`src/rtl/mc_control_unit.sv`:
```
// Multi-cycle control FSM for the copperv core: sequences fetch, decode,
// register-file wait, execute, memory and write-back, with a memory watchdog and sticky trap.
module mc_control_unit #(
    parameter int RF_READ_LAT  = 0,
    parameter int MEM_TIMEOUT  = 0,
    parameter int CNT_WIDTH    = 8,
    parameter int ALU_OP_WIDTH = 4
) (
    input  logic                    clk,
    input  logic                    rst,
    input  logic [3:0]              inst_type,
    input  logic                    inst_valid,
    input  logic [3:0]              funct,
    input  logic [2:0]              alu_comp,
    input  logic                    data_valid,
    output logic                    inst_fetch,
    output logic                    store_data,
    output logic                    load_data,
    output logic [1:0]              mem_width,
    output logic                    rd_en,
    output logic                    rs1_en,
    output logic                    rs2_en,
    output logic [1:0]              rd_din_sel,
    output logic [1:0]              pc_next_sel,
    output logic                    alu_din1_sel,
    output logic [1:0]              alu_din2_sel,
    output logic [ALU_OP_WIDTH-1:0] alu_op,
    output logic                    trap,
    output logic [1:0]              trap_cause
);

    typedef enum logic [2:0] {
        S_RESET, S_FETCH, S_DECODE, S_RF_WAIT, S_EXEC, S_MEM, S_WB, S_TRAP
    } state_t;

    localparam logic [3:0] T_IMM = 4'd0, T_INT_IMM = 4'd1, T_INT_REG = 4'd2, T_BRANCH = 4'd3,
                           T_STORE = 4'd4, T_LOAD = 4'd5, T_JAL = 4'd6, T_JALR = 4'd7,
                           T_AUIPC = 4'd8;
    localparam logic [1:0] PC_STALL = 2'd0, PC_INCR = 2'd1, PC_ADD_IMM = 2'd2, PC_ALU = 2'd3;
    localparam logic [1:0] RD_IMM = 2'd0, RD_ALU = 2'd1, RD_MEM = 2'd2;
    localparam logic [1:0] CAUSE_ILLEGAL = 2'd1, CAUSE_TIMEOUT = 2'd2;
    localparam logic [ALU_OP_WIDTH-1:0] ALU_NOP = '1;
    localparam logic [ALU_OP_WIDTH-1:0] ALU_ADD = '0;
    localparam logic [CNT_WIDTH-1:0] RF_LAST  = CNT_WIDTH'(RF_READ_LAT > 0 ? RF_READ_LAT - 1 : 0);
    localparam logic [CNT_WIDTH-1:0] MEM_LAST = CNT_WIDTH'(MEM_TIMEOUT > 0 ? MEM_TIMEOUT - 1 : 0);

    state_t               state, state_next;
    logic                 first_cycle;
    logic [CNT_WIDTH-1:0] cnt;
    logic [3:0]           cur_type, cur_funct;
    logic [1:0]           cause_q, cause_next;
    logic                 branch_bad, store_bad, load_bad, take, needs_rs1, needs_rs2;

    // Instruction class and funct are captured when the fetch completes
    assign branch_bad = (cur_funct[2:1] == 2'b01);
    assign store_bad  = (cur_funct[2:0] > 3'd2);
    assign load_bad   = (cur_funct[2:0] == 3'd3) || (cur_funct[2:1] == 2'b11);
    assign needs_rs1  = (cur_type == T_INT_IMM) || (cur_type == T_INT_REG) || (cur_type == T_BRANCH) ||
                        (cur_type == T_STORE) || (cur_type == T_LOAD) || (cur_type == T_JALR);
    assign needs_rs2  = (cur_type == T_INT_REG) || (cur_type == T_BRANCH) || (cur_type == T_STORE);

    always_comb begin
        case (cur_funct[2:1])
            2'b00:   take = alu_comp[0] ^ cur_funct[0];
            2'b10:   take = alu_comp[1] ^ cur_funct[0];
            2'b11:   take = alu_comp[2] ^ cur_funct[0];
            default: take = 1'b0;
        endcase
    end

    // The shared counter times RF_WAIT and serves as the MEM watchdog; it restarts on every state change
    always_ff @(posedge clk) begin
        if (rst) begin
            state       <= S_RESET;
            first_cycle <= 1'b0;
            cnt         <= '0;
            cause_q     <= 2'd0;
            cur_type    <= 4'd0;
            cur_funct   <= 4'd0;
        end else begin
            state       <= state_next;
            first_cycle <= (state_next != state);
            if (state_next != state)
                cnt <= '0;
            else if (state == S_RF_WAIT || (state == S_MEM && !data_valid))
                cnt <= cnt + CNT_WIDTH'(1);
            if (state == S_FETCH && inst_valid) begin
                cur_type  <= inst_type;
                cur_funct <= funct;
            end
            if (state_next == S_TRAP && state != S_TRAP)
                cause_q <= cause_next;
        end
    end

    always_comb begin
        state_next = state;
        cause_next = 2'd0;
        case (state)
            S_RESET: state_next = S_FETCH;
            S_FETCH: begin
                if (inst_valid) begin
                    if (inst_type > T_AUIPC) begin
                        state_next = S_TRAP;
                        cause_next = CAUSE_ILLEGAL;
                    end else if (inst_type == T_JAL) begin
                        state_next = S_EXEC;
                    end else begin
                        state_next = S_DECODE;
                    end
                end
            end
            S_DECODE: begin
                if (cur_type == T_IMM)
                    state_next = S_FETCH;
                else
                    state_next = (RF_READ_LAT > 0) ? S_RF_WAIT : S_EXEC;
            end
            S_RF_WAIT: if (cnt == RF_LAST) state_next = S_EXEC;
            S_EXEC: begin
                state_next = S_FETCH;
                if ((cur_type == T_BRANCH && branch_bad) || (cur_type == T_STORE && store_bad) ||
                    (cur_type == T_LOAD && load_bad)) begin
                    state_next = S_TRAP;
                    cause_next = CAUSE_ILLEGAL;
                end else if (cur_type == T_STORE || cur_type == T_LOAD) begin
                    state_next = S_MEM;
                end else if (cur_type == T_JALR) begin
                    state_next = S_WB;
                end
            end
            S_MEM: begin
                if (data_valid) begin
                    state_next = S_FETCH;
                end else if (MEM_TIMEOUT > 0 && cnt == MEM_LAST) begin
                    state_next = S_TRAP;
                    cause_next = CAUSE_TIMEOUT;
                end
            end
            S_WB:    state_next = S_FETCH;
            S_TRAP:  state_next = S_TRAP;
            default: state_next = S_RESET;
        endcase
    end

    always_comb begin
        inst_fetch   = 1'b0;
        store_data   = 1'b0;
        load_data    = 1'b0;
        mem_width    = 2'd0;
        rd_en        = 1'b0;
        rs1_en       = 1'b0;
        rs2_en       = 1'b0;
        rd_din_sel   = RD_IMM;
        pc_next_sel  = PC_STALL;
        alu_din1_sel = 1'b0;
        alu_din2_sel = 2'd0;
        alu_op       = ALU_NOP;
        trap         = (state == S_TRAP);
        trap_cause   = cause_q;
        if ((state == S_EXEC || state == S_MEM) && (cur_type == T_STORE || cur_type == T_LOAD))
            mem_width = cur_funct[1:0];
        if (state == S_DECODE || state == S_RF_WAIT || state == S_EXEC) begin
            rs1_en = needs_rs1;
            rs2_en = needs_rs2;
        end
        case (state)
            S_FETCH: inst_fetch = first_cycle;
            S_DECODE: begin
                if (cur_type == T_IMM) begin
                    rd_en       = 1'b1;
                    rd_din_sel  = RD_IMM;
                    pc_next_sel = PC_INCR;
                end
            end
            S_EXEC: begin
                case (cur_type)
                    T_INT_IMM, T_INT_REG: begin
                        alu_op       = (cur_type == T_INT_REG) ? ALU_OP_WIDTH'(cur_funct)
                                                               : ALU_OP_WIDTH'({1'b0, cur_funct[2:0]});
                        alu_din2_sel = (cur_type == T_INT_REG) ? 2'd1 : 2'd0;
                        rd_en        = 1'b1;
                        rd_din_sel   = RD_ALU;
                        pc_next_sel  = PC_INCR;
                    end
                    T_BRANCH: begin
                        alu_din2_sel = 2'd1;
                        if (!branch_bad)
                            pc_next_sel = take ? PC_ADD_IMM : PC_INCR;
                    end
                    T_STORE, T_LOAD: begin
                        alu_op = ALU_ADD;
                        if (cur_type == T_STORE)
                            store_data = first_cycle && !store_bad;
                        else
                            load_data = first_cycle && !load_bad;
                    end
                    T_JAL, T_JALR: begin
                        alu_din1_sel = 1'b1;
                        alu_din2_sel = 2'd2;
                        alu_op       = ALU_ADD;
                        rd_en        = 1'b1;
                        rd_din_sel   = RD_ALU;
                        pc_next_sel  = (cur_type == T_JAL) ? PC_ADD_IMM : PC_STALL;
                    end
                    T_AUIPC: begin
                        alu_din1_sel = 1'b1;
                        alu_op       = ALU_ADD;
                        rd_en        = 1'b1;
                        rd_din_sel   = RD_ALU;
                        pc_next_sel  = PC_INCR;
                    end
                    default: ;
                endcase
            end
            S_MEM: begin
                if (data_valid) begin
                    pc_next_sel = PC_INCR;
                    if (cur_type == T_LOAD) begin
                        rd_en      = 1'b1;
                        rd_din_sel = RD_MEM;
                    end
                end
            end
            // JALR target uses the ALU only after the link value has been written
            S_WB: begin
                rs1_en      = 1'b1;
                alu_op      = ALU_ADD;
                pc_next_sel = PC_ALU;
            end
            default: ;
        endcase
    end

endmodule

```
`config.mk`:
```
export PLATFORM = sky130hd
export DESIGN_NAME = mc_control_unit
export DESIGN_NICKNAME = d
export VERILOG_FILES = /design/src/rtl/mc_control_unit.sv
export SDC_FILE = /design/constraint.sdc
export NUM_CORES = 1
export LEC_CHECK = 0
export ABC_AREA = 1
export BUFFER_PORTS_ARGS = -buffer_cell sky130_fd_sc_hd__buf_2
export CAP_MARGIN = 20
export CELL_PAD_IN_SITES_DETAIL_PLACEMENT = 1
export CELL_PAD_IN_SITES_GLOBAL_PLACEMENT = 1
export CORE_MARGIN = 1.5
export CORE_UTILIZATION = 35
export CTS_CLUSTER_DIAMETER = 120
export CTS_CLUSTER_SIZE = 25
export DETAILED_ROUTE_END_ITERATION = 8
export PLACE_DENSITY_LB_ADDON = 0.1
export SETUP_SLACK_MARGIN = 0.2
export SKIP_LAST_GASP = 1
export SLEW_MARGIN = 15
export SYNTH_ARGS = -nofsm -noshare
export SYNTH_HDL_FRONTEND = slang
export SYNTH_SLANG_ARGS = --single-unit
```
`constraint.sdc`:
```
create_clock -name clk -period 2.2 [get_ports clk]
set_clock_uncertainty 0.1 [all_clocks]
set_input_delay 0.44 -clock clk [delete_from_list [all_inputs] [get_ports clk]]
set_output_delay 0.44 -clock clk [all_outputs]
set_load 0.005 [all_outputs]
```
; ---- Word level (Yosys, flattened, before mapping)
; Index checks and enable logic that the tools add are counted.
[word_totals]
reg_bits = 22
latch_bits = 0
ram_bits = 0
rom_bits = 0
input_bits = 15
out_inout_bits = 22
mem_count = 0
[op_classes]
addsub = 1
multipliers = 0
div = 0
order_cmp = 2
eq_ne = 23
n_shift = 0
mux = 50
n_bitwise = 3
reduce_logical = 40
[op_table]
columns = cell, count
row1 = $mux 3, 9
row2 = $mux 1, 23
row3 = $pmux 3 s7, 1
row4 = $eq 4x3->1 const B, 5
row5 = $pmux 4 s2, 2
row6 = $eq 3x3->1 const B, 5
row7 = $logic_or 1x1->1, 15
row8 = $mux 2, 7
row9 = $pmux 2 s3, 2
row10 = $reduce_or 2->1, 5
row11 = $reduce_or 5->1, 2
row12 = $eq 3x2->1 const B, 3
row13 = $logic_and 1x1->1, 9
row14 = $add 8x1->8 const B, 1
row15 = $eq 4x2->1 const B, 2
row16 = $logic_not 8->1, 1
row17 = $pmux 2 s4, 1
row18 = $pmux 1 s3, 2
row19 = $reduce_or 3->1, 2
row20 = $eq 2x2->1 const B, 2
row21 = $eq 4x1->1 const B, 1
row22 = $eq 4x4->1 const B, 1
row23 = $gt 4x4->1 const B, 1
row24 = $logic_not 4->1, 1
row25 = other kinds (12), 16

; ---- Longest topological paths before layout
[depth]
depth_word = 8
mapped_depth = 15

; ---- Worst setup path before layout
; OpenSTA, ideal clock, no wires.
[synth_path]
path_kind = register to output
startpoint = register state[1]
endpoint = output pc_next_sel[0]
arrival_time_ns = 1.409
path_slack_ns = 0.251
stages_incl_launch_ff = 8
path_buffers = 2
cell_sequence = dfxtp_1 > buf_2 > nor3_1 > clkbuf_1 > inv_1 > nor2_1 > nand2_1 > nand2_1
[synth_between]
elab_chain_len = 2
[synth_rtl]
columns = element, line_no
row1 = start: declaration, 47  ; state_t state, state_next;
row2 = start signal: assignment, 81  ; state <= state_next;
row3 = $eq 3x3->1 or $eq 3x2->1 (tied branches), 167  ; case (state)
row4 = $pmux 2 s4 *, 167
row5 = end: declaration, 24  ; output logic [1:0] pc_next_sel,
; Every way passes the cells marked *; elsewhere a longest branch is shown, timed or not.

; ---- Worst setup path in the final report
[layout_path]
startpoint = register cur_type[1]
endpoint = register cnt[2]
[layout_between]
elab_chain_len = 8
[layout_rtl]
columns = element, line_no
row1 = start: declaration, 50  ; logic [3:0] cur_type, cur_funct;
row2 = start signal: assignment, 88  ; cur_type <= inst_type;
row3 = $eq 4x2->1 or $eq 4x3->1 (tied branches), "122, 126"
row4 = $logic_and 1x1->1, 122  ; if ((cur_type == T_BRANCH && branch_bad) || (cur_type == T_STORE && store_bad) ||
row5 = $logic_or 1x1->1 (2 in a row), 122
row6 = $mux 3, 122
row7 = $pmux 3 s7 *, 99  ; case (state)
row8 = $ne 3x3->1 *, 83  ; if (state_next != state)
row9 = $reduce_or 2->1 (no source line) *, -
row10 = end signal: assignment, 86  ; cnt <= cnt + CNT_WIDTH'(1);
row11 = end: declaration, 49  ; logic [CNT_WIDTH-1:0] cnt;
; Marked as above.
; A chain may end at the register's enable or synchronous reset.

==> run_results.csv <==
group,metric,value,unit
status,status,"finished clean",
drt,detail_route.wl_per_cell,15.04,um
timing,hold_violations,0,
power,clkPwrFrac,22.3,%
synth,synthDistinctLibCells,25,
timing,finalCritPeriodShare,94.94,%
synth,ys_seq_elements,21,
critical_path,crit_start,"cur_type[1]",
floorplan,io_pins,37,
cts,cts_tree,"done",
critical_path,worst_path_most_repeated_cell,"nand2_1",
critical_path,crit_chain,"inv_4 -> nand2_4 -> buf_4 -> nor2_4 -> buf_4 -> nand2_1 -> nand3_2 -> nand2_2 -> nand2_1 -> nand2_1 -> nand2_1 -> nand3_1 -> nor2_2 -> nand2_4 -> nor2_1",
power,p_leak,1.059,nW
synth,synth_area_leaders,"dfxtp_1 (29%), nand2_1 (17%), nor2_1 (11%), inv_1 (10%), o21ai_0 (6.9%)",
synth,synth_compound_area_share,12.39,%
critical_path,cp-end-kind,"register",
synth,synthArstFlopShare,0,%
synth,synth_warnings,0,
critical_path,slowest_delay,0.34,ns
floorplan,initial_core_util,36.36,%
global_routing,grt_pass1_vias,1540,
critical_path,reg2reg_slack,0.11,ns
synth,postSynthAreaPerCell,5.753,um^2
global_routing,grtUsageTotal,21.44,%
layout,area_growth,48.35,%
cts,cts_buffers,3,
power,p_sw_share,38.69,%
synth,synthAdderAreaFrac,1.733,%
critical_path,critPathArrivalTime,2.20,ns
critical_path,cp_max_fo,8,
layout,diodes,0,
power,combinationalPowerShare,39.0,%
critical_path,r2r_cells,15,
synth,synth-main-ff-cell,"dfxtp_1",
synth,netlist_area,1444,um^2
synth,synth_top_area_share,29.12,%
placement,gp_congestion,0.8194,
synth,synth_top_family_by_area,"simple AND/OR/NAND/NOR gates",
critical_path,critPathBufInv,3,
critical_path,critPathTopFamily,"simple AND/OR/NAND/NOR gates",
layout,fillCellCount,555,
floorplan,core_area,3971,um^2
drt,drc,0,
timing,final_max_slew_viol_count,0,
timing,fmax,478.8,MHz
synth,synthMostInstantiatedCell,"nand2_1",
cts,h-tree-depth,1,
placement,dp.final_hpwl,3.541,mm
power,p_per_area,541.3,nW/um^2
critical_path,crit_type,"register to register",
drt,viasPerCell,5.081,
global_routing,grt_max_degree,16,
min_path,holdPathStages,3,
layout,final_layout_size_suffix_gt1_share,39.61,%
global_routing,gr-total-overflow,0,
floorplan,die_h,67.23,um
placement,post-place-ws,0.07924,ns
cts,clk_latency,0.27,ns
flow_run,drv_cap,0,
cts,clockBufferDepth,2,
cts,clk_pin_slew,0.09,ns
drt,wirelength,5.386,mm
timing,whs,0.2844,ns
synth,syn_nets,268,
synth,synth.top_cells.by_count,"nand2_1 (66), nor2_1 (41), inv_1 (40)",
synth,synth_mux_area_share,0,%
power,internal_power,0.0007108,W
timing,setup_tns,0,ns
critical_path,start_kind,"register",
timing,rsz0062_at_grt,"true",
synth,synthXorXnorAreaFrac,4.246,%
floorplan,die_w,67.23,um
synth,postSynthCellCount,251,
floorplan,rows,23,
power,seq_power_share,38.8,%
power,switchingPower,0.0004486,W
timing,min_period,2.089,ns
placement,port_buffers,35,
global_routing,antenna_found_initial,0,
drt,antenna_left,0,
drt,drt_pass1_iterations,4,
layout,fin_nets,326,
timing,worst_slack,0.1114,ns
synth,synth_edf_count,0,
cts,clkSinkCount,21,
min_path,hold-path-endpoint,"cur_funct[3]",
drt,drtIter0Drc,84,
critical_path,regToRegEndpoint,"cnt[2]",
critical_path,reg2reg_from,"cur_type[1]",
synth,synth_top_area_cell,"dfxtp_1",
cts,cts_root_buf,"clkbuf_8",
power,peakVddDrop,464.8,uV
min_path,hold_path_startpoint,"funct[3]",
global_routing,grt_pass1_wl,7.383,mm
timing,finalSetupViolCount,0,
floorplan,die_area,4520,um^2
drt,vias,1819,
critical_path,cp_slowest_cell,"dfxtp_2",
min_path,hp-class,"primary input to register",
synth,synth-simple-area-share,39.69,%
synth,yosysSeqAreaShare,29.12,%
critical_path,required,2.31,ns
## worst min-delay path, delay by kind of cell
kind	cells	cell delay, ns
and+or+nand+nor	2	0.11
buffers and inverters	1	0.07
## metal layers
metal | vias to the layer above | share of wire [%] | global-route usage, %
met5 | - | 0 | 0
met4 | 0 | 2.2 | 6.378
met3 | 13 | 3.9 | 2.167
met2 | 49 | 48 | 34.65
met1 | 855 | 46 | 30.08
li1 | 902 | - | -
## cell type report
type	count	area [um^2]	share of cell area (%)
clock buffer	3	41.29	1.928
timing repair buffer	58	366.6	17.11
clock inverter	1	5.005	0.2336
multi-input combinational	183	1037	48.42
inverter	42	185.2	8.645
tap	50	62.56	2.921
sequential	21	444.2	20.74
## logic make-up (layout without fill, tap and decap cells)
group,after synthesis,after routing
AO/OA/AOI/OAI,35,35
XOR/XNOR,7,7
adder cells (fa/ha/maj),2,2
buffers and inverters,47,104
flip-flops,21,21
other,1,1
AND/OR/NAND/NOR,138,138
## state kept, by name, indices dropped and copies added, names as in the netlist
name,flops
cur_type,4
trap_cause,1
state,3
cnt,8
first_cycle,1
cur_funct,4
## repair_timing
action,CTS,global route
setup buffers,9,11
pin swaps,4,10
hold buffers,0,0
gates resized for setup,32,63
setup endpoints to repair,25,25
## metrics by stage
stage	instances	cell area (um^2)	total power (W)	util, %
final	358	2142	0.001159	53.94
after global routing	358	2142	0.001223	53.94
after CTS	347	1861	0.001041	46.85
after detailed placement	334	1680	0.0007284	42.31
after global placement	334	1680	0.0007208	42.31
after floorplan	251	1444	0.0006321	-
## placed cells by master, fill, tap and decap left out, drive strengths merged, types with 2 or more instances in the layout
cell type	n
nand2	68
buf	58
nor2	43
inv	42
o21ai	21
dfxtp	21
nand3	14
a21oi	12
nor3	8
xor2	7
clkbuf	3
nor4	2
nand4	2
ha	2
## power by group through the flow
stage	logic (W)	registers [W]	clock network [W]
after CTS	0.000342	0.000435	0.000264
after global routing	0.000491	0.000453	0.000278
final	0.000452	0.000449	0.000258
after detailed placement	0.000287	0.000442	0
after global placement	0.000281	0.000439	0
after floorplan	0.000203	0.000429	0
## worst max-delay path by stage
stage	slack, ns	end	depth (start not counted)
finish	0.11	cnt[2]	15
global placement	0.18	cnt[1]	13
floorplan	0.25	pc_next_sel[0]	7
CTS	0.20	pc_next_sel[0]	8
global route	-0.01	cnt[2]	15
detailed placement	0.08	cnt[2]	12
No activity file was read; power rests on OpenSTA's default activity.
